<file path="config.mk">
export PLATFORM = sky130hd
export DESIGN_NAME = output_link_tx
export DESIGN_NICKNAME = d
export VERILOG_FILES = /design/src/rtl/output_link_tx.sv
export SDC_FILE = /design/constraint.sdc
export NUM_CORES = 1
export LEC_CHECK = 0
export CORE_ASPECT_RATIO = 2
export CORE_MARGIN = 2
export CORE_UTILIZATION = 45
export DETAILED_ROUTE_END_ITERATION = 6
export HOLD_SLACK_MARGIN = 0.12
export MAX_ROUTING_LAYER = met4
export PLACE_DENSITY_LB_ADDON = 0.05
export SYNTH_ARGS = -nofsm -noshare
export SYNTH_HDL_FRONTEND = slang
export SYNTH_SLANG_ARGS = --single-unit
export TNS_END_PERCENT = 5
</file>
<file path="constraint.sdc">
create_clock -name clk -period 4.56 [get_ports clk]
set_input_delay 0.912 -clock clk [delete_from_list [all_inputs] [get_ports clk]]
set_output_delay 0.912 -clock clk [all_outputs]
set_load 0.005 [all_outputs]
</file>
<file path="src/rtl/output_link_tx.sv">
// rtl/output_link_tx.sv - router output link transmitter with per-VC ownership tracking and flow control

package noc_params;
   localparam int VC_NUM  = 2;
   localparam int VC_SIZE = (VC_NUM > 1) ? $clog2(VC_NUM) : 1;
   localparam int DATA_W  = 16;

   typedef enum logic [1:0] {
      HEAD     = 2'd0,
      BODY     = 2'd1,
      TAIL     = 2'd2,
      HEADTAIL = 2'd3
   } flit_label_t;

   typedef struct packed {
      flit_label_t          flit_label;
      logic [VC_SIZE-1:0]   vc_id;
      logic [DATA_W-1:0]    data;
   } flit_t;
endpackage

module output_link_tx
   import noc_params::*;
#(
   parameter int VC_NUM = noc_params::VC_NUM
) (
   input  logic                      clk,
   input  logic                      rst,
   input  flit_t                     flit_i,
   input  logic                      valid_i,
   input  logic                      va_grant_i,
   input  logic [VC_SIZE-1:0]        va_grant_vc_i,
   input  logic [VC_NUM-1:0]         on_off_i,
   input  logic [VC_NUM-1:0]         vc_release_i,
   output flit_t                     flit_o,
   output logic                      valid_o,
   output logic [VC_NUM-1:0]         vc_available_o,
   output logic [VC_NUM-1:0]         send_ok_o,
   output logic                      err_o
);

   typedef enum logic [1:0] {
      FREE         = 2'd0,
      RESERVED     = 2'd1,
      ACTIVE       = 2'd2,
      WAIT_RELEASE = 2'd3
   } vc_state_t;

   vc_state_t state_q [VC_NUM];
   vc_state_t state_d [VC_NUM];

   logic grant_vc_ok;
   logic flit_vc_ok;
   logic accept;
   logic err_d;

   // VC indices only need a range check when VC_NUM is not a power of two
   if (VC_NUM == (1 << VC_SIZE)) begin : g_full_range
      assign grant_vc_ok = 1'b1;
      assign flit_vc_ok  = 1'b1;
   end else begin : g_part_range
      assign grant_vc_ok = ({1'b0, va_grant_vc_i} < (VC_SIZE+1)'(VC_NUM));
      assign flit_vc_ok  = ({1'b0, flit_i.vc_id} < (VC_SIZE+1)'(VC_NUM));
   end

   // Allocator-facing status comes straight from registered state; send_ok also follows on_off
   always_comb begin
      for (int v = 0; v < VC_NUM; v++) begin
         vc_available_o[v] = (state_q[v] == FREE);
         send_ok_o[v]      = on_off_i[v] & ((state_q[v] == RESERVED) | (state_q[v] == ACTIVE));
      end
   end

   // Flit acceptance, per-VC next state and error collection, all against current registered state
   always_comb begin
      vc_state_t cur_state;
      logic      label_ok;

      accept    = 1'b0;
      err_d     = 1'b0;
      cur_state = FREE;
      label_ok  = 1'b0;
      for (int v = 0; v < VC_NUM; v++) begin
         state_d[v] = state_q[v];
      end

      if (valid_i) begin
         if (flit_vc_ok) begin
            cur_state = state_q[flit_i.vc_id];
            case (cur_state)
               RESERVED: label_ok = (flit_i.flit_label == HEAD) || (flit_i.flit_label == HEADTAIL);
               ACTIVE:   label_ok = (flit_i.flit_label == BODY) || (flit_i.flit_label == TAIL);
               default:  label_ok = 1'b0;
            endcase
            accept = label_ok & on_off_i[flit_i.vc_id];
         end
         if (!accept) begin
            err_d = 1'b1;
         end
      end

      if (va_grant_i) begin
         if (!grant_vc_ok) begin
            err_d = 1'b1;
         end else if (state_q[va_grant_vc_i] != FREE) begin
            err_d = 1'b1;
         end
      end

      for (int v = 0; v < VC_NUM; v++) begin
         if (vc_release_i[v] && (state_q[v] != WAIT_RELEASE)) begin
            err_d = 1'b1;
         end
         case (state_q[v])
            FREE: begin
               if (va_grant_i && grant_vc_ok && (va_grant_vc_i == VC_SIZE'(v))) begin
                  state_d[v] = RESERVED;
               end
            end
            RESERVED: begin
               if (accept && (flit_i.vc_id == VC_SIZE'(v))) begin
                  state_d[v] = (flit_i.flit_label == HEADTAIL) ? WAIT_RELEASE : ACTIVE;
               end
            end
            ACTIVE: begin
               if (accept && (flit_i.vc_id == VC_SIZE'(v)) && (flit_i.flit_label == TAIL)) begin
                  state_d[v] = WAIT_RELEASE;
               end
            end
            WAIT_RELEASE: begin
               if (vc_release_i[v]) begin
                  state_d[v] = FREE;
               end
            end
            default: begin
               state_d[v] = FREE;
               err_d      = 1'b1;
            end
         endcase
      end
   end

   // State, link register and error pulse; reset clears everything asynchronously
   always_ff @(posedge clk or posedge rst) begin
      if (rst) begin
         for (int v = 0; v < VC_NUM; v++) begin
            state_q[v] <= FREE;
         end
         flit_o  <= '0;
         valid_o <= 1'b0;
         err_o   <= 1'b0;
      end else begin
         for (int v = 0; v < VC_NUM; v++) begin
            state_q[v] <= state_d[v];
         end
         valid_o <= accept;
         err_o   <= err_d;
         if (accept) begin
            flit_o <= flit_i;
         end
      end
   end

endmodule

</file>
### After elaboration in Yosys (flattened, before gate mapping)

Index checks and enable logic that the tools add are counted.

* $lt $le $gt $ge: 3
* bitwise operators: 9
* multiplexer cells: 29
* reductions and logical operators: 16
* equal/unequal tests: 21

Operators with widths (count)
* $mux W2: 14
* $pmux W2 S4: 2
* $eq A2 B2 Y1 const B: 7
* $mux W1: 12
* $ne A2 B1 Y1 const B: 6
* $eq A2 B1 Y1 const B: 4
* $logic_and A1 B1 Y1: 8
* $ne A2 B2 Y1 const B: 4
* $reduce_and A4 Y1: 2
* $logic_not A2 Y1: 3
* $ge A2 B2 Y1 const B: 2
* $not A1 Y2: 2
* $and A1 B1 Y1: 3
* $logic_or A1 B1 Y1: 2
* $lt A1 B2 Y1 const B: 1
* $not A1 Y1: 2
* $or A1 B1 Y1: 2
* $pmux W1 S2: 1
* $reduce_bool A2 Y1: 1

* input port bits: 28
* bits in registers: 25
* output and inout port bits: 25
* word-level logic and storage cells: 85

### Logic depth before layout (Yosys ltp)

Gate-level depths: netlist of run 1.

* depth after elaboration: 15
* gate-level depth with buffers: 10
* gate-level depth less buffers: 8

### Worst setup path before layout of run 1

Ideal clock, no wire load.

* path type: input -> register
* start point: input port flit_i[16] (netlist name)
* end point: register flit_o[0] (netlist name)
* path buffers: 3
* required time: 4435 ps
* stages: 9
* library setup time: 125 ps
* slack: 1977 ps
* arrival time: 2458 ps
* path through: buf_6 nand2_1 o21a_1 inv_1 ha_1 nor4b_2 buf_6 buf_12 mux2_4

* word-level cells in the longest chain between the ends: 10
* elaborated cells between the ends (all ways): 13
* those cells by class: eq/ne: 2; mux: 9; bitwise: 2

RTL lines
* start, declared: RTL line 29 `input flit_t flit_i,`
* $not A1 Y2 (implied by the code): RTL line 89 `cur_state = state_q[flit_i.vc_id];`
* $mux W2 (implied by the code) (3 in a row): RTL line 89
* $eq A2 B2 Y1 or $eq A2 B1 Y1 (tied branches): RTL line 90 `case (cur_state)`
* $pmux W1 S2: RTL line 90
* $mux W1: RTL line 87 `if (valid_i) begin`
* $and A1 B1 Y1 *: RTL line 95 `accept = label_ok & on_off_i[flit_i.vc_id];`
* $mux W1 * (2 in a row): RTL line 87
* net accept: RTL line 54 `logic accept;`
* end signal, assigned: RTL line 159 `flit_o <= flit_i;`
* end, declared: RTL line 35 `output flit_t flit_o,`

Mark *: on every way through the listed nets, which the timed path passes. The rest lies on a longest branch. The select of a mux whose other input is x is not followed.
A chain may end at the register's enable or synchronous reset.

### Final worst setup path of run 1

* start point: input port flit_i[16] (netlist name)
* end point: register flit_o[7] (netlist name)

* word-level cells in the longest chain between the ends: 10
* elaborated cells between the ends (all ways): 13
* those cells by class: eq/ne: 2; mux: 9; bitwise: 2

RTL lines (RTL line)
* $not A1 Y2 (implied by the code): 89
* $mux W2 (implied by the code) (3 in a row): 89
* $eq A2 B2 Y1 or $eq A2 B1 Y1 (tied branches): 90
* $pmux W1 S2: 90
* $mux W1: 87
* $and A1 B1 Y1 *: 95
* $mux W1 * (2 in a row): 87

Every way passes the cells marked *; elsewhere a longest branch is shown, timed or not. The select of a mux whose other input is x is not followed.

==> results of run 1 <==
[metal layers]
| metal | up-vias | track usage | wire [um] |
|---|---|---|---|
| met5 | - | - | 0 |
| met4 | 0 | 0.1061 | 102 |
| met3 | 10 | 0.02609 | 159 |
| met2 | 40 | 0.3000 | 1524 |
| met1 | 513 | 0.1953 | 1111 |
| li1 | 510 | - | - |
[report_power, final]
part / switching (mW) / leakage (nW) / internal (mW)
combinational: 0.233 / 0.554 / 0.385
sequential: 0.0645 / 0.303 / 0.320
clock: 0.0655 / 0.0228 / 0.0623
[flip-flops by register name (all words and copies together) (netlist names)]
signal   flops
flit_o      19
err_o        1
valid_o      1
state_q      4
[worst reg2reg max path: stages, from the launching register on]
cell,delay (ns)
dfrtp_1,0.44
inv_1,0.14
o21a_1,0.18
inv_1,0.06
ha_1,0.35
nor4b_4,0.28
buf_4,0.32
mux2_2,0.38
[worst min-delay path by stage]
stage / start / end / slack, ns / cells past startpoint
3_5_place_dp: flit_o[12] / flit_o[12] / 0.49 / 1
4_1_cts: flit_o[4] / flit_o[4] / 0.52 / 1
6_report: flit_o[5] / flit_o[5] / 0.51 / 1
2_1_floorplan: flit_o[1] / flit_o[1] / 0.51 / 1
3_3_place_gp: flit_o[12] / flit_o[12] / 0.49 / 1
5_1_grt: flit_o[10] / flit_o[10] / 0.54 / 1
[cells by family (layout without fill, tap and decap cells)]
kind of cell | after synthesis | in the layout
AOI/OAI and AO/OA | 20 | 20
adders and majority gates | 12 | 12
buffers and inverters | 15 | 69
DFF | 25 | 25
muxes | 21 | 21
and+or+nand+nor | 20 | 20
[layout make-up]
| cell class | count | area share |
|---|---|---|
| Timing Repair Buffer | 53 | 0.2686 |
| Tap cell | 30 | 0.01910 |
| Multi-Input combinational cell | 73 | 0.3482 |
| Sequential cell | 25 | 0.3183 |
| Inverter | 12 | 0.02292 |
| Clock buffer | 4 | 0.02292 |
[stage by stage]
stage / util / hold slack, ns / power, mW
floorplan: - / 0.5053 / 0.7152
global placement: 0.6526 / 0.4907 / 0.9859
detailed placement: 0.6526 / 0.4918 / 1.009
CTS: 0.6679 / 0.5152 / 1.140
global route: 0.6679 / 0.5355 / 1.219
finish: 0.6679 / 0.5126 / 1.130
[cell usage in the layout (no fill, tap or decap), types with 2 or more instances in the layout]
cell | netlist | routed
o21ai_0 | 2 | 2
nor2_1 | 2 | 2
nand3_1 | 2 | 2
ha_1 | 12 | 12
mux2_2 | 10 | 10
nand2_1 | 5 | 5
and2_1 | 2 | 2
a21oi_1 | 4 | 4
mux2_4 | 9 | 9
clkbuf_8 | 0 | 3
a31oi_1 | 4 | 4
inv_1 | 12 | 12
o22ai_1 | 2 | 2
clkdlybuf4s50_1 | 0 | 52
o21a_1 | 2 | 2
dfrtp_1 | 25 | 25
==> results.md, run 1 <==
- First-pass GRT wire length: 4754 um
- Filler Cells Inserted: 253
- Post-route ant nets: 0
- CTS Buf Count: 3
- Post-synthesis xor/xnor area fraction: 0
- Die Wd: 43.28 um
- Simple-Gate Fraction of Synth Area: 0.08649
- TritonCTS clock tree: done
- Iteration-0 DRC Markers: 24
- Clock latency on the worst-skew pair: 0.26 ns
- WP depth: 9
- Req. time, crit path: 4.71 ns
- R2R depth: 7
- Async set-reset flop share out of synthesis: 1.000
- Die Span Y: 82.57 um
- Cts hold-fix bufs: 0
- Final Slew Violations: 0
- Syn Nets: 153
- Post-CTS Setup Inserts: 0
- Count leader, synth: dfrtp_1
- Max_cap viols: 0
- CP Max Fanout: 19
- CP max stage delay: 0.63 ns
- DRT Pass-1 Iters: 4
- Detailed Route WL: 2898 um
- Antenna diodes: 0
- Fin nets: 208
- Vias in the first global route: 1075
- Compound-cell area share of the yosys netlist: 0.09640
- Cell variety after synth: 33
- Overall Global Routing Usage: 0.1783
- Main combinational cell family by area after synthesis: multiplexers
- Yosys top cell by area: dfrtp_1
- Mapped cell area: 1389 sq um
- CORE AREA: 2943 sq um
- Final WS setup: 1.540 ns
- Area grow syn2layout: 41.53%
- Die area: 3573 sq um
- Initial antenna violation count: 0
- Status: complete, no violations
- H-tree Lvls: 1
- Leak pwr: 0.8797 nW
- Worst slew margin: 0.3772
- Reg area: 625.6 sq um
- Crit path arrival time: 3.17 ns
- Hold Vio Cnt, Final: 0
- Largest delay share family, worst path: buffers and inverters
- Multi-input gate area: 684.4 sq um
- GP Congestion: 0.8099
- Ys Warns: 0
- RSZ-0062 raised after global routing: false
- Critical path endpoint category: flip-flop
- Worst hold path type: reg2reg
- CP Capture Point: flit_o[7]
- Clk root buf: clkbuf_8
- Mux contribution to synthesized area: 0.1955
- Maximum clock rate: 331.2 MHz
- Total gr overflow: 0
- Top FF cell, synth: dfrtp_1
- Placed standard-cell area: 1921 sq um
- Mean Syn Cell Area: 12.29 sq um
- Post-synth EDFFs: 0
- Clock Pin Slew Worst Setup and Hold Paths: 0.08 ns
- Sink Count: 25
- Worst Tran Pin Value: 0.9332 ns
- Critical-path cell with the highest stage delay: clkdlybuf4s50_1
- Via density per instance: 5.447
- Max IR drop VDD: 355.3 uV
- Finished Layout Cells: 197
- Critical R2R Launch: state_q[3]
- I/O pin count: 53
- Worst path buffer plus inverter count: 3
- Tcrit/Tclk final: 0.6622
- Startpoint types: primary input
- Share of the synthesized area in the top cell type: 0.4505
- Yosys reg bits: 25
- Fin area: 1966 sq um
- Post-route DRC: 0
- Total negative setup slack: 0 ns
- Worst path cell trace: clkdlybuf4s50_1, nand2_1, o21a_1, inv_1, ha_1, mux2i_2, nor4b_4, buf_4, mux2_2
- Post-CTS resize count: 0
- Synth top area cells: dfrtp_1 45%, ha_1 11%, mux2_4 9.7%, mux2_2 8.1%, inv_1 3.2%
- PortBufs: 52
- Final-report setup violation count: 0
- Placed instance count: 193
- Initial Util: 0.4719
- Top post-synthesis cells by count: 25 x dfrtp_1, 12 x ha_1, 12 x inv_1, 10 x mux2_2, 9 x mux2_4
- R2R Setup Slk: 2.30 ns
- Post-layout minimum cycle time: 3.020 ns
- Critical path class: in2reg
- Post-Syn Instances: 113
- Adder-Cell Fraction of Synth Area: 0.1081
- Reg2Reg Capture Point: flit_o[7]
- CP Launch Point: flit_i[16]
- Setup Skew: 0.003626 ns
- Sequential share of the synthesized area: 0.4505
- Dpl ws: 1.262 ns
- Bufs on Longest Clock Path: 2
- Via Count: 1073
- Post-DP HPWL: 2301 um
- Layout cells sized above 1: 0.1617
- Row count: 28
- Power density cells: 574.6 nW/um^2
- Drt wl/cell: 14.71 um
- Largest net degree at the start of global routing: 26
(Power assumes the default switching activity.)
==> run 2: changes to the inputs <==
--- a/config.mk
+++ b/config.mk
@@ -7,7 +7,7 @@
 export LEC_CHECK = 0
 export CORE_ASPECT_RATIO = 2
 export CORE_MARGIN = 2
-export CORE_UTILIZATION = 45
+export CORE_UTILIZATION = 43
 export DETAILED_ROUTE_END_ITERATION = 6
 export HOLD_SLACK_MARGIN = 0.12
 export MAX_ROUTING_LAYER = met4
==> constraint.sdc (replaced) <==
create_clock -name clk -period 2.9 [get_ports clk]
set_input_delay 0.58 -clock clk [delete_from_list [all_inputs] [get_ports clk]]
set_output_delay 0.58 -clock clk [all_outputs]
set_load 0.005 [all_outputs]
==> run 2 against run 1 <==
Effect of this change: final area grew 1.5%; via count rose by 2.0%; register-to-register slack lost 1.6 ns; core utilization shrank 2.8 points; non-clock buffer count rose by 2; sequential power is 58% higher; combinational power rose by 59%; critical path depth stayed put; wire length is 11% higher; sequential cell count is the same; count of clock-buffer cells in the layout fell by 1; hold slack improved by 0.0067 ns; critical endpoint is now state_q[1]; largest power group unchanged.
==> results.md, run 2 (same netlist as run 1, synthesis figures left out) <==
- Post-route ant nets: 0 (unchanged)
- Initial Util: 0.4451 (was 0.4719)
- Status: complete, no violations (unchanged)
- GP Congestion: 0.7881 (was 0.8099)
- Detailed Route WL: 3220 um (was 2898 um)
- Leak pwr: 0.8948 nW (was 0.8797 nW)
- CORE AREA: 3120 sq um (was 2943 sq um)
- Critical R2R Launch: state_q[3] (unchanged)
- Iteration-0 DRC Markers: 20 (was 24)
- Crit path arrival time: 2.65 ns (was 3.17 ns)
- Max FFs per register: 19 (unchanged)
- Total gr overflow: 0 (unchanged)
- Most common cell after layout, fill and taps aside: clkdlybuf4s50_1 (unchanged)
- Critical path endpoint category: flip-flop (unchanged)
- Commonest non-fill, non-tap cells in the layout: 52 x clkdlybuf4s50_1, 25 x dfrtp_1, 12 x inv_1, 12 x ha_1, 10 x mux2_2 (unchanged)
- Clock latency on the worst-skew pair: 0.27 ns (was 0.26 ns)
- Sink Count: 25 (unchanged)
- Final-report setup violation count: 0 (unchanged)
- Power density cells: 902.8 nW/um^2 (was 574.6 nW/um^2)
- PortBufs: 52 (unchanged)
- Tcrit/Tclk final: 0.8588
- Post-layout minimum cycle time: 2.490 ns
- Cts hold-fix bufs: 0 (unchanged)
- Start point of the worst hold path: flit_o[14] (was flit_o[5])
- Hold WS: 0.5193 ns (was 0.5126 ns)
- Req. time, crit path: 3.06 ns (was 4.71 ns)
- RSZ-0062 raised after global routing: false (unchanged)
- R2R Setup Slk: 0.70 ns (was 2.30 ns)
- Filler Cells Inserted: 272 (was 253)
- Final Slew Violations: 0 (unchanged)
- Fin area: 1996 sq um (was 1966 sq um)
- Post-CTS resize count: 0 (unchanged)
- Row count: 29 (was 28)
- Hold Vio Cnt, Final: 0 (unchanged)
- H-tree Lvls: 1 (unchanged)
- Hold depth: 1 (unchanged)
- I/O pin count: 53 (unchanged)
- Die area: 3728 sq um (was 3573 sq um)
- Layout cells sized above 1: 0.1775 (was 0.1617)
- Clock Pin Slew Worst Setup and Hold Paths: 0.09 ns (was 0.08 ns)
- TritonCTS clock tree: done (unchanged)
- Total negative setup slack: 0 ns (unchanged)
- CP Max Fanout: 5 (was 19)
- Startpoint types: primary input (unchanged)
- Fin nets: 210 (was 208)
- Antenna diodes: 0 (unchanged)
- CTS Buf Count: 3 (unchanged)
- R2R depth: 8 (was 7)
- DRT Pass-1 Iters: 6 (was 4)
- Post-route DRC: 0 (unchanged)
- Reg with most FFs: flit_o (unchanged)
- Max_cap viols: 0 (unchanged)
- Post-CTS Setup Inserts: 0 (unchanged)
- Top flop regs: flit_o x19, state_q x4 (unchanged)
- Overall Global Routing Usage: 0.1970 (was 0.1783)
- Max IR drop VDD: 424.6 uV (was 355.3 uV)
- Initial antenna violation count: 0 (unchanged)
- Hold endpoint: flit_o[14] (was flit_o[5])
- Largest net degree at the start of global routing: 26 (unchanged)
- Vias in the first global route: 1223 (was 1075)
- First-pass GRT wire length: 5409 um (was 4754 um)
- Worst slew margin: 0.6176 (was 0.3772)
- Reg2Reg Capture Point: state_q[1] (was flit_o[7])
- Critical path class: in2reg (unchanged)
- Die Wd: 44.19 um (was 43.28 um)
- Bufs on Longest Clock Path: 2 (unchanged)
- Setup Skew: 0.006003 ns (was 0.003626 ns)
- Via Count: 1094 (was 1073)
- Placed standard-cell area: 1949 sq um (was 1921 sq um)
- Worst Tran Pin Value: 0.5736 ns (was 0.9332 ns)
- Drt wl/cell: 16.10 um (was 14.71 um)
- Via density per instance: 5.470 (was 5.447)
- Area grow syn2layout: 43.69% (was 41.53%)
- Post-DP HPWL: 2519 um (was 2301 um)
- Clk root buf: clkbuf_8 (unchanged)
- Die Span Y: 84.37 um (was 82.57 um)
- Maximum clock rate: 401.5 MHz
- Worst hold path type: reg2reg (unchanged)
==> run 2: worst max path at each step <==
stage	from	endpoint	slack [ns]	depth (start not counted)
after floorplan	flit_i[16]	flit_o[0]	0.65	9
after global placement	flit_i[16]	flit_o[5]	0.18	8
after detailed placement	flit_i[16]	state_q[1]	0.11	9
after CTS	flit_i[16]	state_q[1]	0.40	9
after global routing	flit_i[16]	state_q[1]	0.27	9
final	flit_i[16]	state_q[1]	0.41	9
==> run 2: critical path, cell delays in order <==
cell             delay [ns]
clkdlybuf4s50_1        0.49
nand2_1                0.10
o21a_1                 0.15
inv_1                  0.05
ha_1                   0.36
nand4b_1               0.23
o32ai_1                0.26
nand3_1                0.14
mux2_2                 0.29
==> run 2: cell type report <==
| type | instances | area, sq um | area share |
|---|---|---|---|
| Tap cell | 31 | 38.79 | 0.01944 |
| Clock buffer | 3 | 41.29 | 0.02069 |
| Timing Repair Buffer | 55 | 555.5 | 0.2784 |
| Sequential cell | 25 | 625.6 | 0.3135 |
| Clock inverter | 1 | 5.005 | 0.002508 |
| Multi-Input combinational cell | 73 | 684.4 | 0.3429 |
| Inverter | 12 | 45.04 | 0.02257 |
==> run 2: where the power goes <==
part / total, mW / leakage [nW] / switching, mW / internal [mW]
Sequential: 0.608 / 0.303 / 0.106 / 0.503
Combinational: 0.982 / 0.566 / 0.373 / 0.609
Clock: 0.211 / 0.0255 / 0.115 / 0.0963
==> run 2: stage by stage <==
step	utilization	cells	total power, mW	worst slack [ns]
3_5_place_dp	0.6247	196	1.603	0.1065
2_1_floorplan	-	113	1.125	0.6487
3_3_place_gp	0.6247	196	1.563	0.1771
6_report	0.6395	200	1.802	0.4096
5_1_grt	0.6395	200	1.938	0.2655
4_1_cts	0.6395	200	1.820	0.4048
==> run 2: routing by layer <==
metal | part of all wire | vias to the layer above | global-route usage
met1 | 0.38 | 527 | 0.2210
met4 | 0.030 | 0 | 0.08815
met3 | 0.035 | 11 | 0.02366
met2 | 0.56 | 44 | 0.3342
li1 | - | 512 | -
met5 | 0 | - | -
